`src/rtl/regbus_pkg.sv`:
```
// regbus_pkg: shared definitions for the register-bus arbiter.
//   ADDR_W / DATA_W  : register address and data widths
//   ENTRY_W          : debug FIFO entry width ({addr, wdata})
//   FIFO_DEPTH_DEF   : default debug write FIFO depth
//   STARVE_MAX_DEF   : default host grants allowed while debug writes wait
//   state_e          : access sequencer states
package regbus_pkg;

    localparam int unsigned ADDR_W         = 5;
    localparam int unsigned DATA_W         = 8;
    localparam int unsigned ENTRY_W        = ADDR_W + DATA_W;
    localparam int unsigned FIFO_DEPTH_DEF = 4;
    localparam int unsigned STARVE_MAX_DEF = 8;

    typedef enum logic [1:0] {
        ST_IDLE    = 2'd0,
        ST_ISSUE   = 2'd1,
        ST_CAPTURE = 2'd2
    } state_e;

endpackage

```
`src/rtl/regbus_fifo.sv`:
```
// regbus_fifo: synchronous FIFO holding queued debug register writes.
//   clk_i, rst_i : clock, asynchronous active-high reset
//   push_i/din_i : write an entry (dropped when full unless a pop frees a slot)
//   pop_i        : consume the head entry (ignored when empty)
//   dout_o       : head entry
//   full_o       : registered full flag
//   empty_o      : registered empty flag
//   overflow_o   : push_i this cycle was dropped
module regbus_fifo
    import regbus_pkg::*;
#(
    parameter int unsigned DEPTH = FIFO_DEPTH_DEF,
    parameter int unsigned WIDTH = ENTRY_W
) (
    input  logic             clk_i,
    input  logic             rst_i,
    input  logic             push_i,
    input  logic [WIDTH-1:0] din_i,
    input  logic             pop_i,
    output logic [WIDTH-1:0] dout_o,
    output logic             full_o,
    output logic             empty_o,
    output logic             overflow_o
);

    localparam int unsigned PTR_W = $clog2(DEPTH);
    localparam int unsigned CNT_W = PTR_W + 1;

    logic [WIDTH-1:0] mem_q [DEPTH];
    logic [PTR_W-1:0] wptr_q, rptr_q;
    logic [CNT_W-1:0] count_q, count_d;
    logic             full_q, empty_q;
    logic             do_push, do_pop;

    // A pop in the same cycle frees the slot, so a push into a full FIFO
    // still succeeds when the head is being consumed.
    always_comb begin
        do_pop  = pop_i && !empty_q;
        do_push = push_i && (!full_q || do_pop);
        count_d = count_q + CNT_W'(do_push) - CNT_W'(do_pop);
    end

    assign overflow_o = push_i && !do_push;
    assign dout_o     = mem_q[rptr_q];
    assign full_o     = full_q;
    assign empty_o    = empty_q;

    always_ff @(posedge clk_i or posedge rst_i) begin
        if (rst_i) begin
            wptr_q  <= '0;
            rptr_q  <= '0;
            count_q <= '0;
            full_q  <= 1'b0;
            empty_q <= 1'b1;
        end else begin
            // Power-of-two depth: pointers wrap naturally at PTR_W bits.
            if (do_push) wptr_q <= wptr_q + PTR_W'(1);
            if (do_pop)  rptr_q <= rptr_q + PTR_W'(1);
            count_q <= count_d;
            full_q  <= (count_d == CNT_W'(DEPTH));
            empty_q <= (count_d == '0);
        end
    end

    always_ff @(posedge clk_i) begin
        if (do_push) mem_q[wptr_q] <= din_i;
    end

endmodule

```
`src/rtl/regbus_arbiter.sv`:
```
// regbus_arbiter: shares the register-file access port between the host
// bus and the SPI debug write path.
//   clk25, reset         : clock, asynchronous active-high reset
//   host_req/wr/addr/wdata: one-cycle host request, held in a one-entry slot
//   host_busy            : request pending or being issued
//   host_ack/host_rdata  : completion pulse and read data (CAPTURE cycle)
//   host_err             : sticky, request arrived while busy
//   dbg_wr/addr/wdata    : debug write pushed into the FIFO
//   dbg_ovf              : sticky, debug write dropped on a full FIFO
//   reg_strobe/wr/addr/wdata : registered access to the register file
//   reg_rdata            : register read data, valid the cycle after the strobe
module regbus_arbiter
    import regbus_pkg::*;
#(
    parameter int unsigned FIFO_DEPTH = FIFO_DEPTH_DEF,
    parameter int unsigned STARVE_MAX = STARVE_MAX_DEF
) (
    input  logic              clk25,
    input  logic              reset,
    input  logic              host_req,
    input  logic              host_wr,
    input  logic [ADDR_W-1:0] host_addr,
    input  logic [DATA_W-1:0] host_wdata,
    output logic              host_busy,
    output logic              host_ack,
    output logic [DATA_W-1:0] host_rdata,
    output logic              host_err,
    input  logic              dbg_wr,
    input  logic [ADDR_W-1:0] dbg_addr,
    input  logic [DATA_W-1:0] dbg_wdata,
    output logic              dbg_ovf,
    output logic              reg_strobe,
    output logic              reg_wr,
    output logic [ADDR_W-1:0] reg_addr,
    output logic [DATA_W-1:0] reg_wdata,
    input  logic [DATA_W-1:0] reg_rdata
);

    localparam int unsigned STARVE_W = $clog2(STARVE_MAX + 1);

    state_e              state_q;
    logic                cur_host_q;
    logic                cur_rd_q;
    logic                reg_strobe_q, reg_wr_q;
    logic [ADDR_W-1:0]   reg_addr_q;
    logic [DATA_W-1:0]   reg_wdata_q;

    logic                pend_vld_q, pend_wr_q;
    logic [ADDR_W-1:0]   pend_addr_q;
    logic [DATA_W-1:0]   pend_wdata_q;

    logic [STARVE_W-1:0] starve_q;
    logic                host_err_q, dbg_ovf_q;

    logic [ENTRY_W-1:0]  fifo_dout;
    logic                fifo_full, fifo_empty, fifo_ovf;

    logic                host_accept, host_want, decide, starved;
    logic                grant_host, grant_dbg;
    logic                sel_wr;
    logic [ADDR_W-1:0]   sel_addr;
    logic [DATA_W-1:0]   sel_wdata;

    regbus_fifo #(
        .DEPTH (FIFO_DEPTH),
        .WIDTH (ENTRY_W)
    ) u_fifo (
        .clk_i      (clk25),
        .rst_i      (reset),
        .push_i     (dbg_wr),
        .din_i      ({dbg_addr, dbg_wdata}),
        .pop_i      (grant_dbg),
        .dout_o     (fifo_dout),
        .full_o     (fifo_full),
        .empty_o    (fifo_empty),
        .overflow_o (fifo_ovf)
    );

    // The host transfer counts as busy until its ACK cycle, so a host that
    // re-requests on the ACK cycle keeps the port at one access per 2 cycles.
    assign host_busy = pend_vld_q || (state_q == ST_ISSUE && cur_host_q);

    always_comb begin
        host_accept = host_req && !host_busy;
        host_want   = pend_vld_q || host_accept;
        sel_wr      = pend_vld_q ? pend_wr_q    : host_wr;
        sel_addr    = pend_vld_q ? pend_addr_q  : host_addr;
        sel_wdata   = pend_vld_q ? pend_wdata_q : host_wdata;
        decide      = (state_q == ST_IDLE) || (state_q == ST_CAPTURE);
        starved     = (starve_q == STARVE_W'(STARVE_MAX)) && !fifo_empty;
        grant_host  = decide && host_want && !starved;
        grant_dbg   = decide && !fifo_empty && !grant_host;
    end

    assign host_ack   = (state_q == ST_CAPTURE) && cur_host_q;
    assign host_rdata = (host_ack && cur_rd_q) ? reg_rdata : '0;
    assign host_err   = host_err_q;
    assign dbg_ovf    = dbg_ovf_q;
    assign reg_strobe = reg_strobe_q;
    assign reg_wr     = reg_wr_q;
    assign reg_addr   = reg_addr_q;
    assign reg_wdata  = reg_wdata_q;

    always_ff @(posedge clk25 or posedge reset) begin
        if (reset) begin
            state_q      <= ST_IDLE;
            cur_host_q   <= 1'b0;
            cur_rd_q     <= 1'b0;
            reg_strobe_q <= 1'b0;
            reg_wr_q     <= 1'b0;
            reg_addr_q   <= '0;
            reg_wdata_q  <= '0;
        end else begin
            reg_strobe_q <= 1'b0;
            reg_wr_q     <= 1'b0;
            reg_addr_q   <= '0;
            reg_wdata_q  <= '0;
            unique case (state_q)
                ST_IDLE, ST_CAPTURE: begin
                    if (grant_host) begin
                        state_q      <= ST_ISSUE;
                        cur_host_q   <= 1'b1;
                        cur_rd_q     <= !sel_wr;
                        reg_strobe_q <= 1'b1;
                        reg_wr_q     <= sel_wr;
                        reg_addr_q   <= sel_addr;
                        reg_wdata_q  <= sel_wdata;
                    end else if (grant_dbg) begin
                        state_q      <= ST_ISSUE;
                        cur_host_q   <= 1'b0;
                        cur_rd_q     <= 1'b0;
                        reg_strobe_q <= 1'b1;
                        reg_wr_q     <= 1'b1;
                        reg_addr_q   <= fifo_dout[ENTRY_W-1:DATA_W];
                        reg_wdata_q  <= fifo_dout[DATA_W-1:0];
                    end else begin
                        state_q    <= ST_IDLE;
                        cur_host_q <= 1'b0;
                        cur_rd_q   <= 1'b0;
                    end
                end
                ST_ISSUE: state_q <= ST_CAPTURE;
                default:  state_q <= ST_IDLE;
            endcase
        end
    end

    // A request granted in its own arrival cycle bypasses the pending slot.
    always_ff @(posedge clk25 or posedge reset) begin
        if (reset) begin
            pend_vld_q   <= 1'b0;
            pend_wr_q    <= 1'b0;
            pend_addr_q  <= '0;
            pend_wdata_q <= '0;
        end else if (grant_host) begin
            pend_vld_q <= 1'b0;
        end else if (host_accept) begin
            pend_vld_q   <= 1'b1;
            pend_wr_q    <= host_wr;
            pend_addr_q  <= host_addr;
            pend_wdata_q <= host_wdata;
        end
    end

    always_ff @(posedge clk25 or posedge reset) begin
        if (reset) begin
            starve_q <= '0;
        end else if (fifo_empty || grant_dbg) begin
            starve_q <= '0;
        end else if (grant_host && starve_q != STARVE_W'(STARVE_MAX)) begin
            starve_q <= starve_q + STARVE_W'(1);
        end
    end

    always_ff @(posedge clk25 or posedge reset) begin
        if (reset) begin
            host_err_q <= 1'b0;
            dbg_ovf_q  <= 1'b0;
        end else begin
            if (host_req && host_busy) host_err_q <= 1'b1;
            if (fifo_ovf)              dbg_ovf_q  <= 1'b1;
        end
    end

endmodule

```
`config.mk`:
```
export PLATFORM = sky130hd
export DESIGN_NAME = regbus_arbiter
export DESIGN_NICKNAME = d
export VERILOG_FILES = /design/src/rtl/regbus_pkg.sv /design/src/rtl/regbus_fifo.sv /design/src/rtl/regbus_arbiter.sv
export SDC_FILE = /design/constraint.sdc
export NUM_CORES = 1
export LEC_CHECK = 0
export CORE_UTILIZATION = 53
export CTS_CLUSTER_SIZE = 24
export DETAILED_ROUTE_END_ITERATION = 8
export PLACE_DENSITY = 0.79
export RECOVER_POWER = 50
export SYNTH_ARGS = -nofsm -noshare
export SYNTH_HDL_FRONTEND = slang
export SYNTH_SLANG_ARGS = --single-unit
```
`constraint.sdc`:
```
create_clock -name clk25 -period 4.2 [get_ports clk25]
set_clock_uncertainty 0.2 [all_clocks]
set_input_delay 0.42 -clock clk25 [delete_from_list [all_inputs] [get_ports clk25]]
set_output_delay 0.42 -clock clk25 [all_outputs]
set_load 0.02 [all_outputs]
```
==> impl_summary.txt, run 1 <==
----------------------------------------------------
[Setup path]
  Type of destination of the critical path ... flop
  Critical path, cell by cell ... dlygate4sd3_1 -> nor2_1 -> o21ai_2 -> inv_1 -> ha_1 -> inv_1 -> ha_1 -> fa_1 -> xnor2_1 -> nor3b_1
  Launching element type of the critical path ... primary input
  Data required time of the critical path ... 4280 ps
  Critical path's slowest cell ... sky130_fd_sc_hd__dlygate4sd3_1
  Data arrival time of the critical path ... 3140 ps
  Category of the critical setup timing path ... in -> reg
  Delay of the slowest cell on the worst path ... 640 ps
  Largest fanout of any net on the critical path ... 12

[Timing]
  Number of endpoints with negative hold slack in the final report ... 0
  Slew Limit Headroom ... -22.3%
  Setup repair after global routing missed its margin ... no
  Setup TNS ... 0 ps
  Least-Margin Pin Slew ... 1830 ps
  Worst setup margin ... 1140 ps
  Time the worst path needs with I/O delays and setup ... 3060 ps
  Max-slew violations ... 50
  Tcrit/Tclk final ... 72.9%
  Final-report setup violation count ... 0
  F_max ... 327 MHz

[Clocking]
  Cell chosen for the clock root ... sky130_fd_sc_hd__clkbuf_8
  Total CTS buffers ... 9
  Total of cells resized after clock tree synthesis ... 0
  Number of hold buffers added after CTS ... 0
  CTS tree ... done
  Number of levels in the clock H-tree ... 3
  Buffer levels on the longest clock path ... 2
  Sink count of the clock tree ... 101
  Worst-Skew Late Latency ... 370 ps
  Clock slew at reported path FFs ... 90 ps
  Number of setup buffers added after CTS ... 0

[Logic synthesis]
  Cell types with the highest counts after synthesis ... sky130_fd_sc_hd__edfxtp_1 (52), sky130_fd_sc_hd__dfrtp_1 (48), sky130_fd_sc_hd__inv_1 (25)
  Number of distinct library cells after synthesis ... 50
  Number of flip-flops and latches in the synthesized netlist ... 101
  Average footprint of a synthesized cell ... 16.0 µm²
  Count of mapped cells out of synthesis ... 267
  Top FF cell, synth ... sky130_fd_sc_hd__edfxtp_1
  Number of enable-type register cells in the synthesized netlist ... 52
  Area leader, netlist ... sky130_fd_sc_hd__edfxtp_1
  Yosys top cell area share ... 36.5%
  Cell types occupying the most area after synthesis ... sky130_fd_sc_hd__edfxtp_1 (37%), sky130_fd_sc_hd__dfrtp_1 (28%), sky130_fd_sc_hd__mux4_2 (6.8%)
  Total of warnings raised by yosys ... 0
  Synthesized area ... 4280 µm²
  Sequential cell area fraction in the yosys report ... 65.2%
  Most common cell in the netlist ... sky130_fd_sc_hd__edfxtp_1
  Synthesized netlist net count ... 315
  Share of flip-flops with an asynchronous set or reset ... 48.5%

[Route]
  Metal-1 WL ... 3310 µm
  Sum of met3 wire segment lengths after detailed routing ... 303 µm
  Wire per inst ... 17.3 µm
  Average vias per placed instance ... 5.42
  Remaining antenna violation count ... 0
  Violation count after the first detailed-routing iteration ... 104
  Vias after detailed routing ... 2369
  Total wire length after detailed routing ... 7580 µm
  Top Metal Used ... met4
  Met2 wire length ... 3870 µm
  Drt pass-1 iters ... 4
  Drt drc ... 0

[Placed design]
  # placed instances ... 421
  Worst setup slack after placement ... 984 ps
  GPL Wtd Cong ... 0.699
  DP HPWL ... 5140 µm
  I/O Buffers ... 65

[Finish]
  Count of nets after finishing ... 378
  Ratio of cells with drive above 1 in the final layout ... 15.2%
  Post-synthesis to final-layout area growth ... 20.0%
  Ant diodes ... 0
  Post-Route Utilization ... 66.0%
  Number of cells in the finished layout apart from fillers ... 437

[Floorplan]
  Die height ... 91.8 µm
  Width of the chip ... 91.8 µm
  Initial core utilization ... 55.0%
  Number of rows in the core area ... 32
  Area of the die ... 8430 µm²
  Number of top-level pins ... 66
  Core region area ... 7770 µm²

[Global route]
  GRT Overall Usage ... 19.8%
  Initial antenna violation count ... 0
  Via count of the first global-routing pass ... 2461
  Maximum number of pins on one net before global-route repair ... 50
  Grt ovf ... 0
  Wire length of the first global-routing pass ... 12400 µm

[Pwr]
  Worst vdd rail ir drop ... 0.291 mV
  Static leakage ... 2.09 nW
  Sum of internal, switching and leakage power ... 0.00339 W
  Power per cell area ... 660 nW/µm²

[Status]
  Failing checks ... capacitance limit, slew limit
  Outcome ... finished, violations left

[Worst hold path]
  Classification of the worst-slack hold path ... reg -> reg

[Flow run]
  MaxCap Viol Count ... 1

----------------------------------------------------
## critical path, delay by kind of cell
kind	cells	cell delay, ps
adder cells (fa/ha/maj)	3	710
AND/OR/NAND/NOR	2	840
buffers and inverters	3	770
XOR/XNOR	1	270
AO/OA/AOI/OAI	1	130
## final timing paths
path	start	endpoint	slack (ps)	depth (start not counted)
setup / recovery	host_req	u_fifo.full_o	1140	10
hold / removal	state_q[1]	state_q[1]	270	1
setup reg to reg	starve_q[0]	pend_wdata_q[2]	1270	5
hold reg to reg	state_q[1]	state_q[1]	270	1
max in group asynchronous	reset	reg_wdata[5]	1850	2
min in group asynchronous	reset	reg_strobe	890	2
## layer usage
metal  track usage, %  vias up
met5                0        -
met4             6.25        0
met3             5.14        7
met2             32.8       71
met1             25.6     1192
li1                 -     1099
## cell type report
cell class	count	area [µm²]
Timing Repair Buffer	67	666
Inverter	25	93.8
Clock buffer	10	128
Multi-Input combinational cell	126	1270
Tap cell	102	128
Clock inverter	6	51.3
Fill cell	546	2640
Sequential cell	101	2790
## where the power goes
group / internal [W] / switching, W / leakage (nW)
clock network: 0.000226 / 0.000339 / 0.0936
logic: 0.000641 / 0.000602 / 0.919
registers: 0.00136 / 0.000219 / 1.08
total: 0.00223 / 0.00116 / 2.09
## sequential cells by signal (all words and copies together), names as in the netlist, 2 cells and up
signal and flops:
reg_wdata 8, u_fifo.rptr_q 2, u_fifo.count_q 3, reg_addr 5
u_fifo.wptr_q 2, u_fifo.mem_q 52, pend_wdata_q 8, state_q 2
starve_q 4, pend_addr_q 5
## metrics by stage
| step | hold slack [ps] | area (µm²) |
|---|---|---|
| global placement | 243 | 4970 |
| detailed placement | 248 | 4970 |
| floorplan | 208 | 4280 |
| CTS | 263 | 5140 |
| finish | 266 | 5130 |
| global route | 283 | 5130 |
## cell usage in the layout (no fill, tap or decap), types with 2 or more instances in the layout
cell	synthesis	layout
sky130_fd_sc_hd__buf_4	1	2
sky130_fd_sc_hd__edfxtp_1	52	52
sky130_fd_sc_hd__mux2_4	10	10
sky130_fd_sc_hd__mux2_2	4	4
sky130_fd_sc_hd__nor2_1	5	5
sky130_fd_sc_hd__and3b_1	2	2
sky130_fd_sc_hd__mux2i_1	13	13
sky130_fd_sc_hd__dfrtp_1	48	48
sky130_fd_sc_hd__ha_1	8	8
sky130_fd_sc_hd__nor3_1	2	2
sky130_fd_sc_hd__clkbuf_8	2	9
sky130_fd_sc_hd__or4_1	2	2
sky130_fd_sc_hd__dlygate4sd3_1	0	22
sky130_fd_sc_hd__inv_1	25	25
sky130_fd_sc_hd__o22ai_1	13	13
sky130_fd_sc_hd__a21oi_1	5	5
sky130_fd_sc_hd__clkdlybuf4s50_1	0	43
sky130_fd_sc_hd__mux4_2	13	13
sky130_fd_sc_hd__nand2_1	7	7
sky130_fd_sc_hd__and3_1	8	8
sky130_fd_sc_hd__xnor2_1	4	4
sky130_fd_sc_hd__inv_6	0	3
sky130_fd_sc_hd__and2_1	4	4
## cells by family (layout without fill, tap and decap cells)
kind of cell | Yosys count | in the layout | share of synthesized area, %
compound gates | 31 | 31 | 5.59
mux | 41 | 41 | 14.7
xor+xnor | 5 | 5 | 1.02
simple gates | 40 | 40 | 6.03
flops | 101 | 101 | 65.2
buf+inv | 40 | 108 | 4.59
fa+ha+maj | 9 | 9 | 2.81
(Power assumes the default switching activity.)
==> run 2, diff against run 1 <==
Settings changed: CORE_UTILIZATION 53 to 48, PLACE_DENSITY 0.79 to 0.75.
Clock period 4.2 ns to 2.7 ns, I/O delays scaled along.
==> run 2 against run 1 <==
The flow now finishes without violations. Non-clock buffer count is 17 higher. Hold slack worse by 23 ps. Sequential share of layout area is 1.8 points lower. Count of clock-buffer cells in the layout is 1 higher. Register-to-register slack worse by 1100 ps.
==> impl_summary.txt, run 2 (same netlist as run 1, synthesis figures left out) <==
----------------------------------------------------
[Status]
  Outcome ... finished, final reports clean (was finished, violations left)

[Clocking]
  Buffer levels on the longest clock path ... 2 (unchanged)
  Number of levels in the clock H-tree ... 3 (unchanged)
  Clock slew at reported path FFs ... 90 ps (about the same)
  CTS tree ... done (unchanged)
  Sink count of the clock tree ... 101 (unchanged)
  Number of hold buffers added after CTS ... 0 (unchanged)
  Total CTS buffers ... 9 (unchanged)
  Number of setup buffers added after CTS ... 0 (unchanged)
  Worst-Skew Late Latency ... 350 ps (was 370 ps)
  Cell chosen for the clock root ... sky130_fd_sc_hd__clkbuf_8 (unchanged)

[Floorplan]
  Die height ... 96.4 µm (was 91.8 µm)
  Area of the die ... 9290 µm² (was 8430 µm²)
  Initial core utilization ... 49.3% (was 55.0%)
  Number of rows in the core area ... 34 (was 32)
  Width of the chip ... 96.4 µm (was 91.8 µm)
  Core region area ... 8680 µm² (was 7770 µm²)
  Number of top-level pins ... 66 (unchanged)

[Setup path]
  Largest fanout of any net on the critical path ... 6 (was 12)
  Data arrival time of the critical path ... 2640 ps (was 3140 ps)
  Worst reg-to-reg setup slack ... 130 ps (was 1270 ps)
  Data required time of the critical path ... 2770 ps (was 4280 ps)
  Launching element type of the critical path ... flop (was primary input)
  FF-to-FF path depth ... 10 (was 5)
  Category of the critical setup timing path ... reg -> reg (was in -> reg)
  Type of destination of the critical path ... flop (unchanged)

[Global route]
  Grt ovf ... 0 (unchanged)
  Via count of the first global-routing pass ... 2466 (was 2461)
  GRT Overall Usage ... 17.9% (was 19.8%)
  Maximum number of pins on one net before global-route repair ... 31 (was 50)
  Initial antenna violation count ... 0 (unchanged)
  Wire length of the first global-routing pass ... 12000 µm (was 12400 µm)

[Route]
  Drt pass-1 iters ... 4 (unchanged)
  Violation count after the first detailed-routing iteration ... 106 (was 104)
  Drt drc ... 0 (unchanged)
  Remaining antenna violation count ... 0 (unchanged)
  Average vias per placed instance ... 5.32 (was 5.42)
  Vias after detailed routing ... 2448 (was 2369)
  Wire per inst ... 16.6 µm (was 17.3 µm)
  Total wire length after detailed routing ... 7660 µm (was 7580 µm)

[Finish]
  Most common cell after layout, fill and taps aside ... sky130_fd_sc_hd__edfxtp_1 (unchanged)
  Post-synthesis to final-layout area growth ... 24.1% (was 20.0%)
  Post-Route Utilization ... 61.1% (was 66.0%)
  Top register by number of flip-flops ... u_fifo.mem_q (unchanged)
  Ant diodes ... 0 (unchanged)
  Commonest cells after routing, fill and taps aside ... sky130_fd_sc_hd__edfxtp_1 (52), sky130_fd_sc_hd__dfrtp_1 (48), sky130_fd_sc_hd__clkdlybuf4s50_1 (47) (was sky130_fd_sc_hd__edfxtp_1 (52), sky130_fd_sc_hd__dfrtp_1 (48), sky130_fd_sc_hd__clkdlybuf4s50_1 (43))
  Area of all placed cells without fillers ... 5310 µm² (was 5130 µm²)
  Flip-flop count of the largest register after layout ... 52 (unchanged)
  Count of nets after finishing ... 395 (was 378)
  Ratio of cells with drive above 1 in the final layout ... 19.6% (was 15.2%)
  Number of inserted filler cells in the final layout ... 674 (was 546)

[Placed design]
  GPL Wtd Cong ... 0.727 (was 0.699)
  Post-Place Cell Area ... 5130 µm² (was 4970 µm²)
  I/O Buffers ... 65 (unchanged)
  DP HPWL ... 5460 µm (was 5140 µm)

[Pwr]
  Power per cell area ... 1030 nW/µm² (was 660 nW/µm²)
  Gate power share ... 40.0% (was 36.7%)
  Internal power consumption ... 0.00368 W (was 0.00223 W)
  Power share of the sequential group ... 43.1% (was 46.6%)
  Static leakage ... 2.16 nW (was 2.09 nW)
  Sw Ratio ... 32.8% (was 34.2%)
  Sw Pwr ... 0.00180 W (was 0.00116 W)
  Worst vdd rail ir drop ... 0.518 mV (was 0.291 mV)
  Clock group share of total power ... 16.9% (was 16.7%)

[Timing]
  Setup repair after global routing missed its margin ... no (unchanged)
  Least-Margin Pin Slew ... 1150 ps (was 1830 ps)
  Max-slew violations ... 0 (was 50)
  Setup TNS ... 0 ps (unchanged)
  Final-report setup violation count ... 0 (unchanged)
  Number of endpoints with negative hold slack in the final report ... 0 (unchanged)
  F_max ... 390 MHz
  Worst Hold Slack ... 243 ps (was 266 ps)
  Tcrit/Tclk final ... 95.1%
  Slew Limit Headroom ... 23.2% (was -22.3%)
  Time the worst path needs with I/O delays and setup ... 2570 ps

[Flow run]
  MaxCap Viol Count ... 0 (was 1)

[Worst hold path]
  Classification of the worst-slack hold path ... reg -> reg (unchanged)
  Cell count of the worst hold path ... 1 (unchanged)

----------------------------------------------------
-- run 2: cell count changes in the layout (fill, tap and decap cells not counted), moves of 2 or more --
cell / delta
sky130_fd_sc_hd__buf_4: +12
sky130_fd_sc_hd__ha_2: +2
sky130_fd_sc_hd__clkbuf_1: +5
sky130_fd_sc_hd__dlygate4sd3_1: -4
sky130_fd_sc_hd__ha_1: -2
sky130_fd_sc_hd__clkdlybuf4s50_1: +4
-- run 2: final cells by class --
class	instances	area [µm²]	share of cell area, %
Sequential cell	101	2790	52.6
Multi-Input combinational cell	126	1320	24.9
Timing Repair Buffer	84	778	14.7
Tap cell	108	135	2.55
Clock buffer	11	131	2.48
Inverter	25	93.8	1.77
Clock inverter	5	60.1	1.13
-- run 2: worst max-delay path: stages (launching register included) --
cell and delay, ps:
sky130_fd_sc_hd__dfrtp_1 420, sky130_fd_sc_hd__inv_1 70, sky130_fd_sc_hd__ha_2 180, sky130_fd_sc_hd__and3b_2 250
sky130_fd_sc_hd__o21ai_4 140, sky130_fd_sc_hd__inv_1 60, sky130_fd_sc_hd__ha_1 280, sky130_fd_sc_hd__inv_1 60
sky130_fd_sc_hd__ha_2 170, sky130_fd_sc_hd__fa_2 460, sky130_fd_sc_hd__nor3_1 210
-- run 2: power by group through the flow --
stage	sequential, W	clock (W)	combinational (W)
floorplan	0.00241	0	0.00155
global placement	0.00238	0	0.00219
detailed placement	0.00240	0	0.00225
CTS	0.00237	0.000952	0.00225
global route	0.00241	0.00100	0.00241
finish	0.00236	0.000926	0.00219
-- run 2: what timing repair did --
item	4_1_cts	5_1_grt
setup endpoints to repair	0	2
resized for setup	0	1
endpoints found under the hold margin	0	0
-- run 2: stage by stage --
stage	setup WS, ps	power (W)	instances
after floorplan	8.47	0.00396	267
after global routing	9.91	0.00582	460
after CTS	114	0.00557	460
final	133	0.00548	460
after detailed placement	71.3	0.00464	444
after global placement	137	0.00457	444
-- run 2: per-layer routing --
layer / wire (µm) / share of wire, % / track usage, % / vias to the layer above
li1: - / - / - / 1144
met1: 3390 / 44 / 24.0 / 1222
met2: 3850 / 50 / 29.7 / 68
met3: 322 / 4.2 / 2.90 / 14
met4: 96 / 1.3 / 6.62 / 0
met5: 0 / 0 / 0 / -
-- run 2: worst paths after layout --
check                       startpoint        endpoint
min reg2reg                 state_q[1]      state_q[1]
max reg2reg                starve_q[0]  u_fifo.empty_o
min in group asynchronous        reset    reg_wdata[1]
max in group asynchronous        reset        cur_rd_q
max                        starve_q[0]  u_fifo.empty_o
min                         state_q[1]      state_q[1]
